### config.mk
export PLATFORM = sky130hd
export DESIGN_NAME = key_debounce_n_flat
export DESIGN_NICKNAME = d
export VERILOG_FILES = /design/src/rtl/key_pkg.sv /design/src/rtl/key_debounce_n_if.sv /design/src/rtl/key_debounce_chan.sv /design/src/rtl/key_debounce_n.sv /design/src/flat_wrapper.sv
export SDC_FILE = /design/constraint.sdc
export NUM_CORES = 1
export LEC_CHECK = 0
export BUFFER_PORTS_ARGS = -buffer_cell sky130_fd_sc_hd__buf_4
export CORE_MARGIN = 2
export CORE_UTILIZATION = 45
export DETAILED_ROUTE_END_ITERATION = 10
export HOLD_SLACK_MARGIN = 0.15
export SYNTH_ARGS = -nofsm -noshare
export SYNTH_HDL_FRONTEND = slang
export SYNTH_HIERARCHICAL = 1
export SYNTH_SLANG_ARGS = --single-unit
### constraint.sdc
create_clock -name clk -period 4.1 [get_ports clk]
set_input_delay 0.41 -clock clk [delete_from_list [all_inputs] [get_ports clk]]
set_output_delay 0.41 -clock clk [all_outputs]
set_load 0.01 [all_outputs]
### src/rtl/key_pkg.sv
// key_pkg: shared channel FSM encoding and counter width helpers for the key debouncer
package key_pkg;
    typedef enum logic [2:0] {IDLE, PRESS_WAIT, PRESSED, HELD, RELEASE_WAIT} key_state_e;
    function automatic int clog2(input int v);
        int r = 0;
        int x = v - 1;
        while (x > 0) begin
            r++;
            x = x >> 1;
        end
        return r;
    endfunction
    function automatic int cnt_width(input int a, input int b, input int c);
        int m = (a > b) ? a : b;
        m = (m > c) ? m : c;
        return clog2(m + 1);
    endfunction
endpackage

### src/rtl/key_debounce_n_if.sv
// key_debounce_n_if: raw key inputs and debounced key event outputs
interface key_debounce_n_if #(parameter int N_KEYS = 8);
    logic [N_KEYS-1:0] key_i;
    logic [N_KEYS-1:0] level_o;
    logic [N_KEYS-1:0] press_o;
    logic [N_KEYS-1:0] release_o;
    logic [N_KEYS-1:0] long_o;
    logic [N_KEYS-1:0] repeat_o;
    logic              any_press_o;
    modport master (output key_i, input level_o, press_o, release_o, long_o, repeat_o, any_press_o);
    modport slave  (input key_i, output level_o, press_o, release_o, long_o, repeat_o, any_press_o);
endinterface

### src/rtl/key_debounce_chan.sv
// key_debounce_chan: one key channel with synchronizer, press/long/repeat FSM and private counter
module key_debounce_chan
    import key_pkg::*;
#(
    parameter int DEBOUNCE_CYC = 1000000,
    parameter int LONG_CYC     = 50000000,
    parameter int REPEAT_CYC   = 10000000,
    parameter int REPEAT_EN    = 1,
    parameter int ACTIVE_LOW   = 1
) (
    input  logic clk,
    input  logic rst,
    input  logic key,
    output logic level,
    output logic press_pulse,
    output logic release_pulse,
    output logic long_pulse,
    output logic repeat_pulse,
    output logic press_next
);
    localparam int CNT_W = cnt_width(DEBOUNCE_CYC, LONG_CYC, REPEAT_CYC);
    localparam logic [CNT_W-1:0] DB_T = CNT_W'(DEBOUNCE_CYC - 1);
    localparam logic [CNT_W-1:0] LG_T = CNT_W'(LONG_CYC - 1);
    localparam logic [CNT_W-1:0] RP_T = CNT_W'(REPEAT_CYC - 1);
    localparam logic INACTIVE = (ACTIVE_LOW != 0);
    logic [1:0] sync;
    logic s;
    key_state_e state, state_d;
    logic [CNT_W-1:0] cnt, cnt_d;
    logic held, held_d, level_d, release_d, long_d, repeat_d;
    always_ff @(posedge clk or posedge rst) begin
        if (rst) begin
            sync          <= {2{INACTIVE}};
            s             <= 1'b0;
            state         <= IDLE;
            cnt           <= '0;
            held          <= 1'b0;
            level         <= 1'b0;
            press_pulse   <= 1'b0;
            release_pulse <= 1'b0;
            long_pulse    <= 1'b0;
            repeat_pulse  <= 1'b0;
        end else begin
            sync          <= {sync[0], key};
            s             <= sync[1] ^ INACTIVE;
            state         <= state_d;
            cnt           <= cnt_d;
            held          <= held_d;
            level         <= level_d;
            press_pulse   <= press_next;
            release_pulse <= release_d;
            long_pulse    <= long_d;
            repeat_pulse  <= repeat_d;
        end
    end
    // held remembers whether RELEASE_WAIT was entered from HELD, so a bounce resumes there
    always_comb begin
        state_d    = state;
        cnt_d      = cnt + 1'b1;
        held_d     = held;
        level_d    = level;
        press_next = 1'b0;
        release_d  = 1'b0;
        long_d     = 1'b0;
        repeat_d   = 1'b0;
        case (state)
            IDLE: begin
                cnt_d   = '0;
                state_d = s ? PRESS_WAIT : IDLE;
            end
            PRESS_WAIT:
                if (!s) begin
                    state_d = IDLE;
                    cnt_d   = '0;
                end else if (cnt == DB_T) begin
                    state_d    = PRESSED;
                    cnt_d      = '0;
                    held_d     = 1'b0;
                    level_d    = 1'b1;
                    press_next = 1'b1;
                end
            PRESSED:
                if (!s) begin
                    state_d = RELEASE_WAIT;
                    cnt_d   = '0;
                    held_d  = 1'b0;
                end else if (cnt == LG_T) begin
                    state_d = HELD;
                    cnt_d   = '0;
                    long_d  = 1'b1;
                end
            HELD:
                if (!s) begin
                    state_d = RELEASE_WAIT;
                    cnt_d   = '0;
                    held_d  = 1'b1;
                end else if (cnt == RP_T) begin
                    cnt_d    = '0;
                    repeat_d = (REPEAT_EN != 0);
                end
            RELEASE_WAIT:
                if (s) begin
                    state_d = held ? HELD : PRESSED;
                    cnt_d   = '0;
                end else if (cnt == DB_T) begin
                    state_d   = IDLE;
                    cnt_d     = '0;
                    level_d   = 1'b0;
                    release_d = 1'b1;
                end
            default: begin
                state_d = IDLE;
                cnt_d   = '0;
            end
        endcase
    end
endmodule

### src/rtl/key_debounce_n.sv
// key_debounce_n: N independent debounced key channels with a combined press indicator
module key_debounce_n #(
    parameter int N_KEYS       = 8,
    parameter int DEBOUNCE_CYC = 1000000,
    parameter int LONG_CYC     = 50000000,
    parameter int REPEAT_CYC   = 10000000,
    parameter int REPEAT_EN    = 1,
    parameter int ACTIVE_LOW   = 1
) (
    input logic clk,
    input logic rst,
    key_debounce_n_if.slave bus
);
    logic [N_KEYS-1:0] press_next;
    for (genvar i = 0; i < N_KEYS; i++) begin : g_chan
        key_debounce_chan #(
            .DEBOUNCE_CYC(DEBOUNCE_CYC),
            .LONG_CYC(LONG_CYC),
            .REPEAT_CYC(REPEAT_CYC),
            .REPEAT_EN(REPEAT_EN),
            .ACTIVE_LOW(ACTIVE_LOW)
        ) u_chan (
            .clk(clk),
            .rst(rst),
            .key(bus.key_i[i]),
            .level(bus.level_o[i]),
            .press_pulse(bus.press_o[i]),
            .release_pulse(bus.release_o[i]),
            .long_pulse(bus.long_o[i]),
            .repeat_pulse(bus.repeat_o[i]),
            .press_next(press_next[i])
        );
    end
    always_ff @(posedge clk or posedge rst) begin
        if (rst) bus.any_press_o <= 1'b0;
        else     bus.any_press_o <= |press_next;
    end
endmodule

### src/flat_wrapper.sv
// flat-port wrapper written by rule: the top's interface ports become plain ports
module key_debounce_n_flat 
#(
    parameter int N_KEYS       = 8,
    parameter int DEBOUNCE_CYC = 1000000,
    parameter int LONG_CYC     = 50000000,
    parameter int REPEAT_CYC   = 10000000,
    parameter int REPEAT_EN    = 1,
    parameter int ACTIVE_LOW   = 1
)
  (clk, rst, bus_key_i, bus_level_o, bus_press_o, bus_release_o, bus_long_o, bus_repeat_o, bus_any_press_o);
  key_debounce_n_if #(.N_KEYS(N_KEYS)) bus_i ();
  input logic clk;
  input logic rst;
  input wire logic [$bits(bus_i.key_i)-1:0] bus_key_i;
  output wire logic [$bits(bus_i.level_o)-1:0] bus_level_o;
  output wire logic [$bits(bus_i.press_o)-1:0] bus_press_o;
  output wire logic [$bits(bus_i.release_o)-1:0] bus_release_o;
  output wire logic [$bits(bus_i.long_o)-1:0] bus_long_o;
  output wire logic [$bits(bus_i.repeat_o)-1:0] bus_repeat_o;
  output wire logic [$bits(bus_i.any_press_o)-1:0] bus_any_press_o;
  assign bus_i.key_i = bus_key_i;
  assign bus_level_o = bus_i.level_o;
  assign bus_press_o = bus_i.press_o;
  assign bus_release_o = bus_i.release_o;
  assign bus_long_o = bus_i.long_o;
  assign bus_repeat_o = bus_i.repeat_o;
  assign bus_any_press_o = bus_i.any_press_o;
  key_debounce_n #(.N_KEYS(N_KEYS), .DEBOUNCE_CYC(DEBOUNCE_CYC), .LONG_CYC(LONG_CYC), .REPEAT_CYC(REPEAT_CYC), .REPEAT_EN(REPEAT_EN), .ACTIVE_LOW(ACTIVE_LOW)) u_core (.clk(clk), .rst(rst), .bus(bus_i));
endmodule
# After elaboration in Yosys (flattened, before gate mapping)
# Index checks and enable logic that the tools add are counted.
# Widths: inputs -> output; s select.
[word_totals]
ff_bits = 305
in_bits = 10
output_inout_bits = 41
elab_cells = 578
[classes]
n_addsub = 8
n_eq_ne = 128
muxes = 304
bitwise = 8
n_reduce_logical = 49
[op_table]
columns = ["cell", "count"]
rows = [
  ["$mux 26", 56],
  ["$pmux 26 s4", 8],
  ["$add 26x1->26 const B", 8],
  ["$eq 26x20->1 const B", 8],
  ["$eq 26x24->1 const B", 8],
  ["$eq 26x26->1 const B", 8],
  ["$mux 3", 56],
  ["$mux 1", 160],
  ["$pmux 3 s5", 8],
  ["$ne 2x2->1 const B", 48],
  ["$reduce_and 5->1", 16],
  ["$ne 3x3->1 const B", 24],
  ["$eq 3x2->1 const B", 16],
  ["$reduce_and 4->1", 8],
  ["$eq 3x1->1 const B", 8],
  ["$eq 3x3->1 const B", 8],
  ["$logic_not 3->1", 8],
  ["$pmux 1 s3", 8],
  ["$reduce_bool 3->1", 8],
  ["$pmux 1 s2", 8],
  ["$reduce_bool 2->1", 8],
  ["$not 1->1", 8],
  ["$reduce_or 8->1", 1],
]

# Logic depth before layout (Yosys ltp)
[depth]
word_depth = 5
depth_mapped = 8
mapped_depth_nobuf = 7

# Modules after synthesis
# Netlist, hierarchy kept.
[by_module_without_submodules]
columns = ["mod", "instances", "cells_each", "area_each_um2", "seq_area_each_um2"]
rows = [
  ["key_debounce_chan at u_core.g_chan[0].u_chan ...", 4, 186, 1934.4, 953.4],
  ["key_debounce_chan at u_core.g_chan[4].u_chan ...", 3, 192, 1940.6, 953.4],
  ["key_debounce_chan at u_core.g_chan[7].u_chan", 1, 208, 2005.7, 953.4],
  ["key_debounce_n", 1, 5, 45.0, 25.0],
]

# Worst setup path after synthesis
# No wires, ideal clock.
[synth_path]
path_type = "register to register"
start = "reg u_core.g_chan[4].u_chan.cnt[8]"
end = "reg u_core.g_chan[4].u_chan.cnt[25]"
setup_ns = 0.119
t_arrival_ns = 2.139
setup_slack_ns = 1.842
stages_incl_launch_ff = 7
n_path_buf = 1
synth_period_minus_slack_ns = 2.258
cell_sequence = "dfrtp_1 -> or4b_4 -> nor4_4 -> nand3_1 -> a221oi_2 -> buf_6 -> nor2_2"
[synth_between]
elab_chain_cells = 4
[synth_rtl]
columns = ["element", "line", "source"]
rows = [
  ["start: declaration", "key_debounce_chan.sv:29", "logic [CNT_W-1:0] cnt, cnt_d;"],
  ["start signal: assignment", "key_debounce_chan.sv:47", "cnt <= cnt_d;"],
  ["$add 26x1->26, or another cell as far along", "key_debounce_chan.sv:59", "cnt_d = cnt + 1'b1;"],
  ["$mux 26 (on tied branches) (2 in series)", "n/a", ""],
  ["$pmux 26 s4 *", "key_debounce_chan.sv:66", "case (state)"],
  ["via u_core.g_chan[4].u_chan.cnt_d[25]", "key_debounce_chan.sv:29", ""],
]
# The timed path passes the listed nets; every way through them passes the cells marked *.
# A chain may end at the register's enable or synchronous reset.

# Final worst setup path
[layout_path]
start = "reg u_core.g_chan[3].u_chan.cnt[8]"
end = "reg u_core.g_chan[3].u_chan.cnt[1]"
[layout_between]
elab_chain_cells = 4
[layout_rtl]
columns = ["element", "line"]
rows = [
  ["start: declaration", "key_debounce_chan.sv:29"],
  ["start signal: assignment", "key_debounce_chan.sv:47"],
  ["$eq 26x20->1, or another cell as far along", "key_debounce_chan.sv:75, key_debounce_chan.sv:105"],
  ["$mux 26 (on tied branches) (2 in series)", "n/a"],
  ["$pmux 26 s4 *", "key_debounce_chan.sv:66"],
  ["via u_core.g_chan[3].u_chan.cnt_d[1]", "key_debounce_chan.sv:29"],
]
# Marked as above.

==> flow_summary.ini <==
[critical_path]
cp_max_fo = 26
required_ns = 4.44
timing.rr.start = u_core/g_chan[3].u_chan/cnt[8]$_DFF_PP0_
worst_r2r_path_depth = 5
reg2reg_slack_ns = 1.20
cp_cell_sequence = or4_4, nor4_1, a31oi_1, o21ai_2, a21boi_0
worst-endpoint-arrival_ns = 3.24
setup.worst_path.class = reg -> reg
path_buf_inv = 0
crit_slowest_cell = o21ai_2
crit_path_start_kind = register
endpoint_kind = register
slowest_delay_ns = 0.91
crit_family = compound AO/OA/AOI/OAI gates
rr_endpoint = u_core/g_chan[3].u_chan/cnt[1]$_DFF_PP0_

[global_routing]
overflow = 0
use_met2_pct = 28.5
busiest_layer = met2
grt_usage_pct = 18.3
antenna_found_initial = 1
use_met3_pct = 3.18
grt_pass1_vias = 11000
grt_pass1_wl_um = 55300
grt_util_met1_pct = 26.5
grt_max_degree = 39

[yosys]
synthesis.instances = 1533
synth_cell_types = 74
syn_area_sq_mm = 0.0156
yosysSeqAreaShare_pct = 49.0
synthFlopType = dfrtp_1
synth-edff-count = 0
synth-seq-cells = 305
synth_top_area_cell = dfrtp_1
netlist.area_leader.share_pct = 46.3
avgSynthCellArea_sq_um = 10.2
async_flop_share_pct = 100
yosysWarnings = 6
synth_fp_nets = 1551
synth.top_cells.by_area = dfrtp_1 (46%), xor2_1 (5.8%), xnor2_1 (5.0%)

[hold_path]
whs_endpoint = u_core/g_chan[5].u_chan/sync[1]$_DFF_PP1_
holdPathStages = 0
hp-class = reg -> reg
min-delay-start = u_core/g_chan[5].u_chan/sync[0]$_DFF_PP1_

[timing]
skew_ns = 0.0149
worst_slack_ns = 1.20
maxSlewHeadroom_pct = 22.0
max_clock_freq_mhz = 345
final-setup-viol-count = 0
rsz0062_at_grt = no
maxSlewViolCount = 0
tightest_slew_ns = 1.16
fin_tns_setup_ns = 0
finalCritPeriodShare_pct = 70.7
min_period_ns = 2.90
hold_viol_final = 0

[power]
power_per_cell_area_mw_per_mm2 = 376
power.total_w = 0.00661
leakage_nw = 7.18
max-vdd-ir-drop_uv = 306

[cts]
htreeDepth = 2
cts_setup_buffers = 0
insertion_delay_ns = 0.51
clkTransAtPathRegs_ns = 0.06
cts_buffers = 36
cts_sinks = 305
root_buffer = clkbuf_16
clock_path_buffers = 3
cts_tree = done

[run_status]
outcome = completed

[detailed_routing]
vias = 11400
drt-wirelength-per-cell_um = 15.7
wl_um = 32400
post-route-drc-count = 0
vias_per_cell = 5.55
drt_iter0_markers = 748
dr.pass1.iters = 5
antenna_left = 0

[final_layout]
area_growth_pct = 12.7
num-nets-final = 1598
nFillCells = 3134
final_cell_mix = dfrtp_1 (289), nor2_1 (140), a21oi_1 (134)
post_route_cells_drive_above_1_share_pct = 15.8
layout_commonest_cell = dfrtp_1

[floorplan]
die_w_um = 190
die_h_um = 190
pin_count = 51
rows = 68
initial_core_util_pct = 45.4
coreArea_sq_mm = 0.0344
die_area_sq_mm = 0.0362

[placed_design]
dpl_worst_slack_ns = 1.23
portBuffers = 50
gp_congestion = 0.816
hpwl_um = 21500

[run]
cap_violations = 0
power by group:
part / total (W) / switching (W) / internal (W) / leakage, nW
logic: 0.000229 / 0.000165 / 0.0000641 / 2.42
clock network: 0.00329 / 0.00124 / 0.00205 / 0.602
registers: 0.00310 / 0.0000444 / 0.00305 / 4.16
total: 0.00661 / 0.00145 / 0.00516 / 7.18
final cells by class:
cell class	instances	area, sq um	area share, %
timing repair buffer	73	571	3.24
multi-input combinational	1121	7390	42.0
clock inverter	16	196	1.12
inverter	43	161	0.918
tap	455	569	3.24
clock buffer	48	1050	5.95
sequential	305	7650	43.5
antenna	1	2.50	0.0142
state kept, by name, summed over array words and instances, names as in the netlist:
name,cells
u_core/g_chan.u_chan/press_pulse,8
u_core/bus.any_press_o,1
u_core/g_chan.u_chan/state,24
u_core/g_chan.u_chan/cnt,208
u_core/g_chan.u_chan/level,8
u_core/g_chan.u_chan/long_pulse,8
u_core/g_chan.u_chan/held,8
u_core/g_chan.u_chan/release_pulse,8
u_core/g_chan.u_chan/s,8
u_core/g_chan.u_chan/sync,16
u_core/g_chan.u_chan/repeat_pulse,8
worst max-delay path by stage:
stage / from / end / slack, ns / depth (start not counted)
2_1_floorplan: u_core/g_chan[4].u_chan/cnt[8]$_DFF_PP0_ / u_core/g_chan[4].u_chan/cnt[25]$_DFF_PP0_ / 1.84 / 6
3_3_place_gp: u_core/g_chan[1].u_chan/cnt[8]$_DFF_PP0_ / u_core/g_chan[1].u_chan/cnt[1]$_DFF_PP0_ / 1.28 / 5
3_5_place_dp: u_core/g_chan[3].u_chan/cnt[8]$_DFF_PP0_ / u_core/g_chan[3].u_chan/cnt[1]$_DFF_PP0_ / 1.23 / 5
4_1_cts: u_core/g_chan[3].u_chan/cnt[8]$_DFF_PP0_ / u_core/g_chan[3].u_chan/cnt[1]$_DFF_PP0_ / 1.22 / 5
5_1_grt: u_core/g_chan[3].u_chan/cnt[8]$_DFF_PP0_ / u_core/g_chan[3].u_chan/cnt[1]$_DFF_PP0_ / 0.91 / 5
6_report: u_core/g_chan[3].u_chan/cnt[8]$_DFF_PP0_ / u_core/g_chan[3].u_chan/cnt[1]$_DFF_PP0_ / 1.20 / 5
cell usage after synthesis (5+ instances only):
| cell | count |
|---|---|
| a21oi_1 | 134 |
| and2_1 | 6 |
| and3_1 | 35 |
| and3_2 | 5 |
| and4_1 | 8 |
| and4b_1 | 8 |
| buf_2 | 17 |
| buf_6 | 21 |
| clkbuf_1 | 23 |
| dfrtp_1 | 289 |
| dfstp_2 | 16 |
| ha_1 | 8 |
| inv_1 | 43 |
| nand2_1 | 89 |
| nand2b_1 | 9 |
| nand3_1 | 78 |
| nand4_1 | 84 |
| nand4b_1 | 9 |
| nor2_1 | 140 |
| nor2_2 | 60 |
| nor2b_1 | 5 |
| nor3_1 | 26 |
| nor3b_1 | 15 |
| nor4_1 | 42 |
| o211a_1 | 7 |
| o21ai_0 | 5 |
| o21ai_1 | 6 |
| o22a_1 | 5 |
| or3_1 | 5 |
| or3b_1 | 7 |
| or4_1 | 6 |
| or4_4 | 8 |
| or4b_1 | 14 |
| or4bb_1 | 5 |
| xnor2_1 | 89 |
| xor2_1 | 103 |
metrics by stage:
stage          util [%]  cells  instance area [sq um]  hold slack, ns
6_report           51.2   2062                  17600           0.354
5_1_grt            51.2   2062                  17600           0.356
4_1_cts            51.2   2061                  17600           0.355
3_5_place_dp       47.3   1988                  16300           0.347
3_3_place_gp       47.3   1988                  16300           0.346
2_1_floorplan         -   1533                  15600           0.139
routing by layer:
| layer | routed length, um | up-vias |
|---|---|---|
| li1 | - | 5576 |
| met1 | 15900 | 5662 |
| met2 | 14700 | 164 |
| met3 | 1210 | 47 |
| met4 | 584 | 0 |
| met5 | 0 | - |
what timing repair did:
item | in CTS | in global routing
hold buffers | 9 | 0
endpoints found under the hold margin | 270 | 0
gates resized for setup | 0 | 0
kinds of logic after synthesis:
family | Yosys count | share of synthesized area (%)
simple gates | 705 | 26.7
flops | 305 | 49.0
compound gates | 212 | 8.74
xor+xnor | 192 | 10.8
buf+inv | 107 | 3.87
fa+ha+maj | 8 | 0.641
mux | 4 | 0.257
Power figures use the tool's default switching activity.
